--- config.mk ---
export PLATFORM = sky130hd
export DESIGN_NAME = pf_csr_regfile
export DESIGN_NICKNAME = d
export VERILOG_FILES = /design/src/rtl/pf_csr_regfile.sv
export SDC_FILE = /design/constraint.sdc
export NUM_CORES = 1
export LEC_CHECK = 0
export CORE_MARGIN = 3
export CORE_UTILIZATION = 45
export DETAILED_ROUTE_END_ITERATION = 7
export GPL_TIMING_DRIVEN = 0
export PLACE_DENSITY = 0.72
export SYNTH_ARGS = -nofsm -noshare
export SYNTH_HDL_FRONTEND = slang
export SYNTH_SLANG_ARGS = --single-unit
--- constraint.sdc ---
create_clock -name aclk -period 4.6 [get_ports aclk]
set_clock_uncertainty 0.15 [all_clocks]
set_input_delay 0.92 -clock aclk [delete_from_list [all_inputs] [get_ports aclk]]
set_output_delay 0.92 -clock aclk [all_outputs]
set_load 0.01 [all_outputs]
--- src/rtl/pf_csr_regfile.sv ---
// pf_csr_regfile: AXI4-Lite CSR bank for one physical function (ID/SCRATCH/CTRL/STATUS/counters).
// Optional PF tag check on awuser/aruser enabled by defining PF_CSR_USER_CHECK_EN.
module pf_csr_regfile #(
    parameter logic [29:0] PF_ID    = 30'd0,
    parameter logic [31:0] ID_VALUE = 32'h0CF5_0001
) (
    input  logic        aclk,
    input  logic        areset,
    input  logic [11:0] s_axil_awaddr,
    input  logic [29:0] s_axil_awuser,
    input  logic        s_axil_awvalid,
    output logic        s_axil_awready,
    input  logic [31:0] s_axil_wdata,
    input  logic [3:0]  s_axil_wstrb,
    input  logic        s_axil_wvalid,
    output logic        s_axil_wready,
    output logic [1:0]  s_axil_bresp,
    output logic        s_axil_bvalid,
    input  logic        s_axil_bready,
    input  logic [11:0] s_axil_araddr,
    input  logic [29:0] s_axil_aruser,
    input  logic        s_axil_arvalid,
    output logic        s_axil_arready,
    output logic [31:0] s_axil_rdata,
    output logic [1:0]  s_axil_rresp,
    output logic        s_axil_rvalid,
    input  logic        s_axil_rready,
    input  logic [31:0] status_i,
    output logic [7:0]  ctrl_o
);
    localparam logic [1:0] OKAY   = 2'b00;
    localparam logic [1:0] DECERR = 2'b11;

    typedef enum logic [1:0] {W_IDLE, W_HAVE_A, W_HAVE_D, W_RESP} w_state_e;
    typedef enum logic {R_IDLE, R_RESP} r_state_e;

    w_state_e    r_wstate, w_wstate_n;
    r_state_e    r_rstate, w_rstate_n;
    logic [11:2] r_awaddr;
    logic [31:0] r_wdata;
    logic [3:0]  r_wstrb;
    logic [31:0] r_scratch, r_wr_cnt, r_rd_cnt, r_err_cnt, r_rdata;
    logic [7:0]  r_ctrl;
    logic [1:0]  r_bresp, r_rresp;
    logic        w_aw_hs, w_w_hs, w_ar_hs, w_commit;
    logic        w_wuser_ok, w_ruser_ok, w_wr_ok, w_rd_ok, w_wr_err, w_rd_err;
    logic [11:2] w_waddr;
    logic [31:0] w_wdata, w_rval;
    logic [3:0]  w_wstrb;
    logic [1:0]  w_wresp, w_rresp;
    logic        w_unused_bits;

    function automatic logic mapped(input logic [11:2] a);
        return a[11:6] == 6'd0 && a[5:2] <= 4'd6;
    endfunction

    assign s_axil_awready = !areset && (r_wstate == W_IDLE || r_wstate == W_HAVE_D);
    assign s_axil_wready  = !areset && (r_wstate == W_IDLE || r_wstate == W_HAVE_A);
    assign s_axil_bvalid  = !areset && r_wstate == W_RESP;
    assign s_axil_arready = !areset && r_rstate == R_IDLE;
    assign s_axil_rvalid  = !areset && r_rstate == R_RESP;
    assign s_axil_bresp   = r_bresp;
    assign s_axil_rdata   = r_rdata;
    assign s_axil_rresp   = r_rresp;
    assign ctrl_o         = r_ctrl;

    assign w_aw_hs  = s_axil_awvalid && s_axil_awready;
    assign w_w_hs   = s_axil_wvalid && s_axil_wready;
    assign w_ar_hs  = s_axil_arvalid && s_axil_arready;
    // The edge that completes the second of AW/W is the commit edge
    assign w_commit = (w_aw_hs || r_wstate == W_HAVE_A) && (w_w_hs || r_wstate == W_HAVE_D);
    assign w_waddr  = r_wstate == W_HAVE_A ? r_awaddr : s_axil_awaddr[11:2];
    assign w_wdata  = r_wstate == W_HAVE_D ? r_wdata : s_axil_wdata;
    assign w_wstrb  = r_wstate == W_HAVE_D ? r_wstrb : s_axil_wstrb;

`ifdef PF_CSR_USER_CHECK_EN
    logic [29:0] r_awuser;
    always_ff @(posedge aclk)
        if (w_aw_hs) r_awuser <= s_axil_awuser;
    assign w_wuser_ok    = (r_wstate == W_HAVE_A ? r_awuser : s_axil_awuser) == PF_ID;
    assign w_ruser_ok    = s_axil_aruser == PF_ID;
    assign w_unused_bits = ^{s_axil_awaddr[1:0], s_axil_araddr[1:0]};
`else
    assign w_wuser_ok    = 1'b1;
    assign w_ruser_ok    = 1'b1;
    assign w_unused_bits = ^{s_axil_awaddr[1:0], s_axil_araddr[1:0], s_axil_awuser, s_axil_aruser};
`endif

    assign w_wresp  = !w_wuser_ok ? 2'b10 : mapped(w_waddr) ? OKAY : DECERR;
    assign w_rresp  = !w_ruser_ok ? 2'b10 : mapped(s_axil_araddr[11:2]) ? OKAY : DECERR;
    assign w_wr_ok  = w_commit && w_wresp == OKAY;
    assign w_wr_err = w_commit && w_wresp != OKAY;
    assign w_rd_ok  = w_ar_hs && w_rresp == OKAY;
    assign w_rd_err = w_ar_hs && w_rresp != OKAY;

    always_comb begin
        w_rval = 32'd0;
        case (s_axil_araddr[5:2])
            4'd0:    w_rval = ID_VALUE;
            4'd1:    w_rval = r_scratch;
            4'd2:    w_rval = {24'd0, r_ctrl};
            4'd3:    w_rval = status_i;
            4'd4:    w_rval = r_wr_cnt;
            4'd5:    w_rval = r_rd_cnt;
            4'd6:    w_rval = r_err_cnt;
            default: w_rval = 32'd0;
        endcase
    end

    always_comb begin
        w_wstate_n = r_wstate;
        if (w_commit) w_wstate_n = W_RESP;
        else if (r_wstate == W_RESP && s_axil_bready) w_wstate_n = W_IDLE;
        else if (w_aw_hs) w_wstate_n = W_HAVE_A;
        else if (w_w_hs) w_wstate_n = W_HAVE_D;
        w_rstate_n = (r_rstate == R_IDLE && w_ar_hs) ? R_RESP :
                     (r_rstate == R_RESP && s_axil_rready) ? R_IDLE : r_rstate;
    end

    always_ff @(posedge aclk) begin
        if (areset) begin
            r_wstate  <= W_IDLE;
            r_rstate  <= R_IDLE;
            r_scratch <= 32'd0;
            r_ctrl    <= 8'd0;
            r_wr_cnt  <= 32'd0;
            r_rd_cnt  <= 32'd0;
            r_err_cnt <= 32'd0;
            r_bresp   <= 2'b00;
            r_rresp   <= 2'b00;
            r_rdata   <= 32'd0;
        end else begin
            r_wstate <= w_wstate_n;
            r_rstate <= w_rstate_n;
            if (w_aw_hs) r_awaddr <= s_axil_awaddr[11:2];
            if (w_w_hs) begin
                r_wdata <= s_axil_wdata;
                r_wstrb <= s_axil_wstrb;
            end
            if (w_commit) r_bresp <= w_wresp;
            for (int i = 0; i < 4; i++)
                if (w_wr_ok && w_waddr[5:2] == 4'd1 && w_wstrb[i]) r_scratch[8*i +: 8] <= w_wdata[8*i +: 8];
            if (w_wr_ok && w_waddr[5:2] == 4'd2 && w_wstrb[0]) r_ctrl <= w_wdata[7:0];
            if (w_ar_hs) begin
                r_rdata <= w_rresp == OKAY ? w_rval : 32'd0;
                r_rresp <= w_rresp;
            end
            r_wr_cnt  <= r_wr_cnt + {31'd0, w_wr_ok};
            r_rd_cnt  <= r_rd_cnt + {31'd0, w_rd_ok};
            r_err_cnt <= r_err_cnt + {31'd0, w_wr_err} + {31'd0, w_rd_err};
        end
    end
endmodule

==> run metrics, run 1 <==
crit start category=input port; XOR/XNOR Fraction of Synth Area=under 10%; Slew Limit Fails=0; drt initial violations=approximately 830; antenna-violating nets left=0; slowest cell on the critical path=nor4_1; critical path fanouts, max=10; Post-synth EDFFs=46; Worst Hold End=s_axil_rdata[2]; Period minus WS final=~4400 ps; min-delay src=s_axil_rdata[2]; P per Cell Area=337 nW/um^2; CP Capture Type=flop; Clock Latency Late Sink=520 ps; ys async rst share=0%; Mapped Area=roughly 9900 um^2; worst-case clock buffer depth=3; reg2reg path depth=10; most common flop cell mapped by yosys=dfxtp_1; Placer Congestion=slightly above 0.9; wirelength, routed=30,000 um; distinct cell type count after synthesis=48; Root Driver=clkbuf_16; crit-path cells=clkdlybuf4s50_1 -> o21bai_1 -> or3b_2 -> a211oi_1 -> ha_1 -> nand3_1 -> nor4_1 -> clkbuf_1 -> nand3_1 -> xnor2_1 -> nor2_1; Core Area=21,400 um^2; critical path's largest stage delay=between 600 and 700 ps; GRT overflow=0; final hold vios=0; outcome=completed; Simple-Gate Fraction of Synth Area=between 20% and 30%; vias=8,870; fraction of synthesized area in multiplexers=3.86%; largest family of logic cells by synthesized area=simple AND/OR/NAND/NOR gates; worst hold path depth=1; cell mode on critical path=nand3_1; First-pass DRT Iterations=6; Synth top area share=around a third; arrival time of the worst setup path=approximately 4600 ps; RR Startpoint=r_awaddr[7]; worst vdd ir=~0.00025 V; Layout Nets=1,401; Synth Register Bits=219; r2r endpoint=r_wr_cnt[27]; DRC Markers=0; Setup violations, final=0; DP HPWL=roughly 22,000 um; vias in the first global route=slightly above 8,000; die height=154 um; CP startpoint=s_axil_wvalid; setup tns final=0 ps; adder-cell share of the synthesized area=less than 1%; Synth Warn #=0; P_leak=around 4.5 nW; GRT Total Usage=23.9%; Yosys top cell by area=dfxtp_1; Syn Area/Cell=about 9.3 um^2; first-pass GRT wire length=approximately 45,000 um; Via-to-Cell Ratio=between 5 and 6; Die ar.=between 20,000 and 25,000 um^2; MaxCap Viol Count=0; Critical Path RT=4830 ps; clock-pin transition on the worst setup and hold timing paths=about 60 ps; post-layout util=slightly below 60%; post-DR wirelength/cell=approximately 20 um; port bufs=139; Mapped Cells=around 1,100; setup repair after global routing missed its margin=false; initial antenna violation count=0; complex-gate fraction of the synthesized area=between 10% and 20%; Setup Buffers After CTS=0; R2R Setup Slk=roughly 400 ps; largest net degree at the start of global routing=37; worst hold-check path type=flop to flop; CTS Buf Count=24; kind of critical path=input port to flop; post-synthesis sequential area ratio=48.9%; Ports=208; TritonCTS clock tree=built; Initial Utilization=roughly 46%; # rows=53; Hold-fix buffers, CTS=0; Fmax=about 230 MHz; final hold slack=~330 ps; die width=~150 um; Layout area overhead=25.8%; CTS Sinks=between 200 and 250; syn nets=approximately 1,200; layout cells sized above 1=under 10%; Rel. slew slack=around 7.6%; Least-Margin Pin Slew=about 1400 ps; synth top area cells=dfxtp_1 35%, edfxtp_1 14%, xor2_1 5.9%; # H-tree levels=1; final critical-path share of the clock period=a little over nine tenths
logic make-up after synthesis:
logic type	after synthesis
adders and majority gates	6
buffers and inverters	82
DFF	219
and+or+nand+nor	442
xor gates and xnor gates	84
muxes	36
AOI/OAI and AO/OA	201
final cells by class:
| class | count | area, um^2 |
|---|---|---|
| Clock inverter | 5 | 52.6 |
| Timing Repair Buffer | 140 | 1400 |
| Buffer | 70 | 277 |
| Multi-Input combinational cell | 769 | 4770 |
| Sequential cell | 219 | 4840 |
| Antenna cell | 2 | 5.00 |
| Clock buffer | 38 | 724 |
| Tap cell | 275 | 344 |
| Fill cell | 1903 | 8890 |
| Inverter | 12 | 45.0 |
cells in the mapped netlist, drive strengths merged, types with 2 or more instances:
cell    count
and3       11
nand3      54
and4        6
nor3b       3
xnor2      17
mux2i      18
or2         3
dfxtp     173
or4         2
nor3       12
nor4       10
a31oi       3
a311oi      2
or3         6
nor2      147
nand2     114
mux2       18
a41o       24
a22oi      69
o21ai       7
nand2b      6
a22o       17
a211oi      2
edfxtp     46
buf        14
inv        12
a21oi      56
o221ai     17
ha          5
and2        5
clkbuf     56
nand4      33
nor2b      27
xor2       67
power breakdown:
group	switching (W)	internal, W	leakage, nW
registers	0.0000102	0.00199	1.82
clock network	0.000767	0.00113	0.379
logic	0.000177	0.000133	2.33
total	0.000955	0.00325	4.53
state kept, by name (all words and copies together) (netlist names):
register	flops
s_axil_rresp	1
r_rstate	1
ctrl_o	8
s_axil_bresp	1
r_rd_cnt	32
r_awaddr	10
r_wdata	32
r_err_cnt	32
r_wr_cnt	32
r_scratch	32
r_wstrb	4
r_wstate	2
s_axil_rdata	32
worst max-delay path: cells and delay by family:
kind	cells	cell delay (ps)
AO/OA/AOI/OAI	2	650
AND/OR/NAND/NOR	5	1580
adder cells (fa/ha/maj)	1	290
buffers and inverters	2	970
XOR/XNOR	1	180
repair_timing:
action,CTS,global route
endpoints found under the setup margin,12,12
cloned,0,0
gates resized for setup,2,3
per-layer routing:
layer	GRT usage [%]	vias to the layer above	wire length [um]
li1	-	4193	-
met1	33.1	4219	12800
met2	37.6	402	13500
met3	4.45	56	2710
met4	8.58	0	907
met5	0	-	0
layout by cell type, fill, tap and decap left out, types with 25 or more instances in the layout:
cell type | Yosys | final
nor2b_1 | 27 | 27
nand4_1 | 33 | 33
a21oi_1 | 56 | 56
nand3_1 | 54 | 54
clkdlybuf4s50_1 | 0 | 139
nor2_1 | 147 | 147
dfxtp_1 | 173 | 173
edfxtp_1 | 46 | 46
a22oi_1 | 69 | 69
nand2_1 | 114 | 114
clkbuf_16 | 0 | 25
xor2_1 | 67 | 67
clkbuf_1 | 56 | 63
how the worst max path moves through the flow:
stage | depth (start not counted) | to | slack [ps]
floorplan | 11 | r_wr_cnt[24] | 590
global placement | 11 | r_wr_cnt[24] | -880
detailed placement | 13 | r_rd_cnt[28] | -760
CTS | 13 | r_rd_cnt[28] | 140
global route | 6 | s_axil_bvalid | 50
finish | 11 | r_wr_cnt[27] | 220
per-stage QoR:
step / instance area [um^2] / worst slack, ps / total power, W / cells
finish: 12500 / 220 / 0.00421 / 1530
global route: 12500 / 52.3 / 0.00432 / 1528
CTS: 12400 / 136 / 0.00422 / 1528
detailed placement: 11700 / -762 / 0.00234 / 1485
global placement: 11600 / -882 / 0.00234 / 1484
floorplan: 9910 / 594 / 0.00218 / 1070
No activity file was read; power rests on OpenSTA's default activity.
==> run 2, diff against run 1 <==
--- a/config.mk
+++ b/config.mk
@@ -8,6 +8,7 @@
 export CORE_MARGIN = 3
 export CORE_UTILIZATION = 45
 export DETAILED_ROUTE_END_ITERATION = 7
+export GPL_ROUTABILITY_DRIVEN = 0
 export GPL_TIMING_DRIVEN = 0
 export PLACE_DENSITY = 0.72
 export SYNTH_ARGS = -nofsm -noshare
==> constraint.sdc (replaced) <==
create_clock -name aclk -period 4.2 [get_ports aclk]
set_clock_uncertainty 0.15 [all_clocks]
set_input_delay 0.84 -clock aclk [delete_from_list [all_inputs] [get_ports aclk]]
set_output_delay 0.84 -clock aclk [all_outputs]
set_load 0.01 [all_outputs]
==> run 2 against run 1 <==
Net effect:
- flip-flop and latch count unchanged
- first-iteration DRC count up 11%
- sequential power increased by 9.5%
- largest power group unchanged
==> run metrics, run 2 (synthesized netlist as in run 1, its figures left out) <==
P_leak=approximately 4.6 nW; Inst Count DP=between 1,000 and 1,500; first-pass GRT wire length=about 46,000 um; antenna-violating nets left=0; clock-pin transition on the worst setup and hold timing paths=around 60 ps; die height=154 um; Die ar.=~24,000 um^2; CP bufs+invs=2; most common cell after layout, fill and taps aside=dfxtp_1; Core Area=approximately 21,000 um^2; Root Driver=clkbuf_16; P per Cell Area=between 300 and 400 nW/um^2; reg2reg path depth=10; die width=154 um; Worst Hold End=s_axil_rdata[26]; # diodes=0; worst hold path depth=1; crit-path cells=clkdlybuf4s50_1 -> o21bai_1 -> or3b_2 -> a211oi_1 -> ha_1 -> nand3_1 -> nor4_2 -> clkbuf_2 -> nand3_1 -> xor2_1 -> nor2_1; outcome=completed; Slew Limit Fails=0; DRC Markers=0; Clock Latency Late Sink=520 ps; r2r endpoint=r_wr_cnt[13]; critical path fanouts, max=10; vias in the first global route=approximately 8,400; Rel. slew slack=23.0%; min-delay src=s_axil_rdata[26]; critical path's largest stage delay=between 500 and 600 ps; Fmax=~250 MHz; Setup violations, final=0; R2R Setup Slk=approximately 270 ps; worst hold-check path type=flop to flop; GRT overflow=0; setup repair after global routing missed its margin=false; final critical-path share of the clock period=a little over nine tenths; Layout Nets=~1,400; Initial Utilization=a little under half; Finished Layout Cells=about 1,500; dpl cell area=11,700 um^2; GRT Total Usage=24.4%; arrival time of the worst setup path=around 4300 ps; CTS Buf Count=24; post-DR wirelength/cell=between 15 and 20 um; Top delay family on crit path=simple AND/OR/NAND/NOR gates; Period minus WS final=4050 ps; port bufs=139; slowest cell on the critical path=a211oi_1; drt initial violations=about 930; CP Capture Type=flop; MaxCap Viol Count=0; DP HPWL=22,500 um; wirelength, routed=30,600 um; Power Total=roughly 0.0047 W; largest net degree at the start of global routing=37; most frequent cells in the layout=173 x dfxtp_1, 147 x nor2_1, 139 x clkdlybuf4s50_1; layout cells sized above 1=under 10%; post-layout util=58.8%; Critical Path RT=4450 ps; worst-case clock buffer depth=3; First-pass DRT Iterations=6; Via-to-Cell Ratio=5.83; cell mode on critical path=nand3_1; TritonCTS clock tree=built; crit start category=input port; initial antenna violation count=0; Ports=about 210; kind of critical path=input port to flop; # H-tree levels=1; worst vdd ir=0.000288 V; RR Startpoint=r_awaddr[7]; # rows=53; Layout area overhead=26.8%; final hold vios=0; vias=about 9,000; CTS Sinks=roughly 220; Least-Margin Pin Slew=roughly 1200 ps; Final Instance Area=approximately 13,000 um^2
run 2: how the worst max path moves through the flow:
stage / from / to / slack [ps] / cells past startpoint
4_1_cts: areset / s_axil_bvalid / 20 / 6
2_1_floorplan: areset / r_wr_cnt[24] / 270 / 11
3_5_place_dp: s_axil_araddr[5] / r_rd_cnt[30] / -1140 / 13
3_3_place_gp: s_axil_wvalid / r_wr_cnt[24] / -1280 / 11
5_1_grt: s_axil_wvalid / r_wr_cnt[13] / 0.3 / 11
6_report: s_axil_wvalid / r_wr_cnt[13] / 150 / 11
run 2: final cells by class:
type,count,area [um^2]
Timing Repair Buffer,144,1440
Sequential cell,219,4840
Fill cell,1881,8790
Tap cell,275,344
Multi-Input combinational cell,769,4800
Inverter,12,45.0
Buffer,70,279
Clock inverter,3,21.3
Clock buffer,41,788
run 2: repair_timing:
item,in CTS,in global routing
pin swaps,0,2
endpoints found under the setup margin,27,28
buffers inserted,0,4
hold buffers,0,0
hold endpoints to repair,0,0
gates resized for setup,5,5
run 2: per-layer routing:
layer	global-route usage, %	vias up	part of all wire (%)
met4	9.55	0	3.9
met3	4.48	73	9.2
met5	0	-	0
li1	-	4191	-
met1	33.8	4242	43
met2	37.8	431	44
run 2: power breakdown:
group / internal [W] / total [W] / switching, W
clock network: 0.00128 / 0.00213 / 0.000856
registers: 0.00218 / 0.00219 / 0.0000109
logic: 0.000146 / 0.000344 / 0.000198
total: 0.00360 / 0.00466 / 0.00107
run 2: worst reg2reg max path: stages (launching register included):
cell and delay, ps:
edfxtp_1 350, or4_1 530, or4_4 460, a211oi_1 610
ha_1 310, nand3_1 210, nor4_2 460, clkbuf_2 360
nand3_1 150, xor2_1 190, nor2_1 50
run 2: per-stage QoR:
stage | hold WS, ps | setup TNS [ps] | setup slack, ps
floorplan | 301 | 0 | 274
global placement | 313 | -37510 | -1280
detailed placement | 316 | -28880 | -1140
CTS | 331 | 0 | 24.5
global route | 339 | 0 | 0.325
finish | 332 | 0 | 152
==> run 3, diff against run 2 <==
--- a/config.mk
+++ b/config.mk
@@ -11,6 +11,8 @@
 export GPL_ROUTABILITY_DRIVEN = 0
 export GPL_TIMING_DRIVEN = 0
 export PLACE_DENSITY = 0.72
+export SLEW_MARGIN = 30
 export SYNTH_ARGS = -nofsm -noshare
 export SYNTH_HDL_FRONTEND = slang
 export SYNTH_SLANG_ARGS = --single-unit
+export TNS_END_PERCENT = 50
==> run 3 against run 2 <==
Net effect:
- wire length shrank 0.47%
- via count shrank 0.15%
- die area is the same
- design area is essentially flat
- clock power shrank 5%
- register-to-register slack lost 20 ps
- combinational power grew 1%
- total power shrank 2.1%
- global-route usage shrank 0.19 points
- largest cell class unchanged
==> run metrics, run 3 (synthesized netlist as in run 1, its figures left out) <==
outcome=completed; post-DR wirelength/cell=19.9 um; Period minus WS final=4060 ps; Fmax=246 MHz; sw frac=between 20% and 30%; first-pass GRT wire length=46,000 um; Rel. slew slack=between 30 and 40%; # H-tree levels=1; internal power=0.00350 W; CP Capture Type=flop; Finished Layout Cells=approximately 1,500; port bufs=139; layout cells sized above 1=approximately 7%; Inst Count DP=roughly 1,500; # diodes=0; most frequent cells in the layout=173 x dfxtp_1, 147 x nor2_1, 139 x clkdlybuf4s50_1; Core Area=21,400 um^2; # rows=53; crit start category=input port; Root Driver=clkbuf_16; DRC Markers=0; Via-to-Cell Ratio=slightly below 6; P per Cell Area=roughly 360 nW/um^2; Clock Latency Late Sink=roughly 530 ps; antenna-violating nets left=0; worst-case clock buffer depth=3; Slew Limit Fails=0; Setup WS post-layout=about 140 ps; kind of critical path=input port to flop; P_leak=roughly 4.6 nW; final critical-path share of the clock period=~97%; die width=approximately 150 um; wirelength, routed=between 30,000 and 40,000 um; CTS Sinks=between 200 and 250; Die ar.=roughly 24,000 um^2; Layout area overhead=26.7%; Ports=about 210; worst hold-check path type=flop to flop; GRT Total Usage=24.2%; Post-Place Worst Slack=-972 ps; Layout Nets=~1,400; clock-pin transition on the worst setup and hold timing paths=60 ps; MaxCap Viol Count=0; critical path fanouts, max=8; Switching Power=between 0.001 and 0.0015 W; First-pass DRT Iterations=5; Comb pwr share=about 7.6%; arrival time of the worst setup path=between 4000 and 5000 ps; initial antenna violation count=0; Hold-fix buffers, CTS=0; die height=roughly 150 um; sequential power share=47.9%; Clk network pwr share=44.5%; final hold vios=0; Critical Path RT=between 4000 and 5000 ps; setup repair after global routing missed its margin=false; largest net degree at the start of global routing=29; Initial Utilization=a little under half; Least-Margin Pin Slew=985 ps; DP HPWL=around 23,000 um; CTS Buf Count=24; TritonCTS clock tree=built; drt initial violations=806; post-layout util=slightly below 60%; vias=8,924; GRT overflow=0; vias in the first global route=around 8,400; most common cell after layout, fill and taps aside=dfxtp_1; Setup violations, final=0; worst vdd ir=around 0.00027 V
==> run 3: cell count changes in the layout (fill, tap and decap cells not counted), moves of 2 or more <==
cell,change
clkbuf_1,-4
clkbuf_16,-3
clkinv_2,+3
buf_2,+2
==> run 3: area by class of cell <==
type	count	area (um^2)
fillers	1865	8800
flip-flops and latches	219	4840
multi-input cells	769	4810
repair buffers	146	1470
clock buffers	35	712
well taps	275	344
plain buffers	70	279
clock inverters	7	52.6
inverters	12	45.0
==> run 3: worst paths after layout <==
path	start	end	slack, ps	cells past startpoint
worst min-delay path	s_axil_rdata[4]	s_axil_rdata[4]	330	1
worst max register to register	r_wstate[1]	r_wr_cnt[24]	250	12
worst max-delay path	s_axil_wvalid	r_wr_cnt[24]	140	12
worst min register to register	s_axil_rdata[4]	s_axil_rdata[4]	330	1
==> run 3: layer usage <==
| metal | routed length (um) | share of wire [%] | global-route usage (%) |
|---|---|---|---|
| met1 | 13000 | 43 | 33.6 |
| met2 | 13700 | 45 | 37.7 |
| met3 | 2650 | 8.7 | 4.62 |
| met4 | 1180 | 3.9 | 8.79 |
| met5 | 0 | 0 | 0 |
==> run 3: timing repair <==
action / CTS / global route
endpoints found under the setup margin: 30 / 25
pin swaps: 0 / 2
setup buffers: 0 / 5
gates resized for setup: 5 / 3
==> run 3: stage by stage <==
step / power, W / hold WS [ps] / setup TNS [ps] / cell area [um^2]
global route: 0.00469 / 343 / 0 / 12600
detailed placement: 0.00257 / 316 / -26560 / 11700
global placement: 0.00256 / 313 / -37510 / 11600
finish: 0.00456 / 328 / 0 / 12600
CTS: 0.00458 / 329 / 0 / 12500
floorplan: 0.00239 / 301 / 0 / 9910
==> run 3: critical path, cell delays in order <==
cell and delay [ps]:
clkdlybuf4s50_1 500, o21bai_1 80, or3b_2 540, a211oi_1 620, ha_1 310, ha_1 210
nand2_1 100, nor4_2 440, buf_2 310, nand4_1 140, xor2_1 160, nor2_1 50
==> run 3: power by group through the flow <==
stage,registers (W),logic [W],clock network (W)
floorplan,0.00223,0.000157,0
global route,0.00219,0.000371,0.00213
CTS,0.00219,0.000342,0.00205
detailed placement,0.00223,0.000340,0
global placement,0.00223,0.000332,0
finish,0.00219,0.000348,0.00203
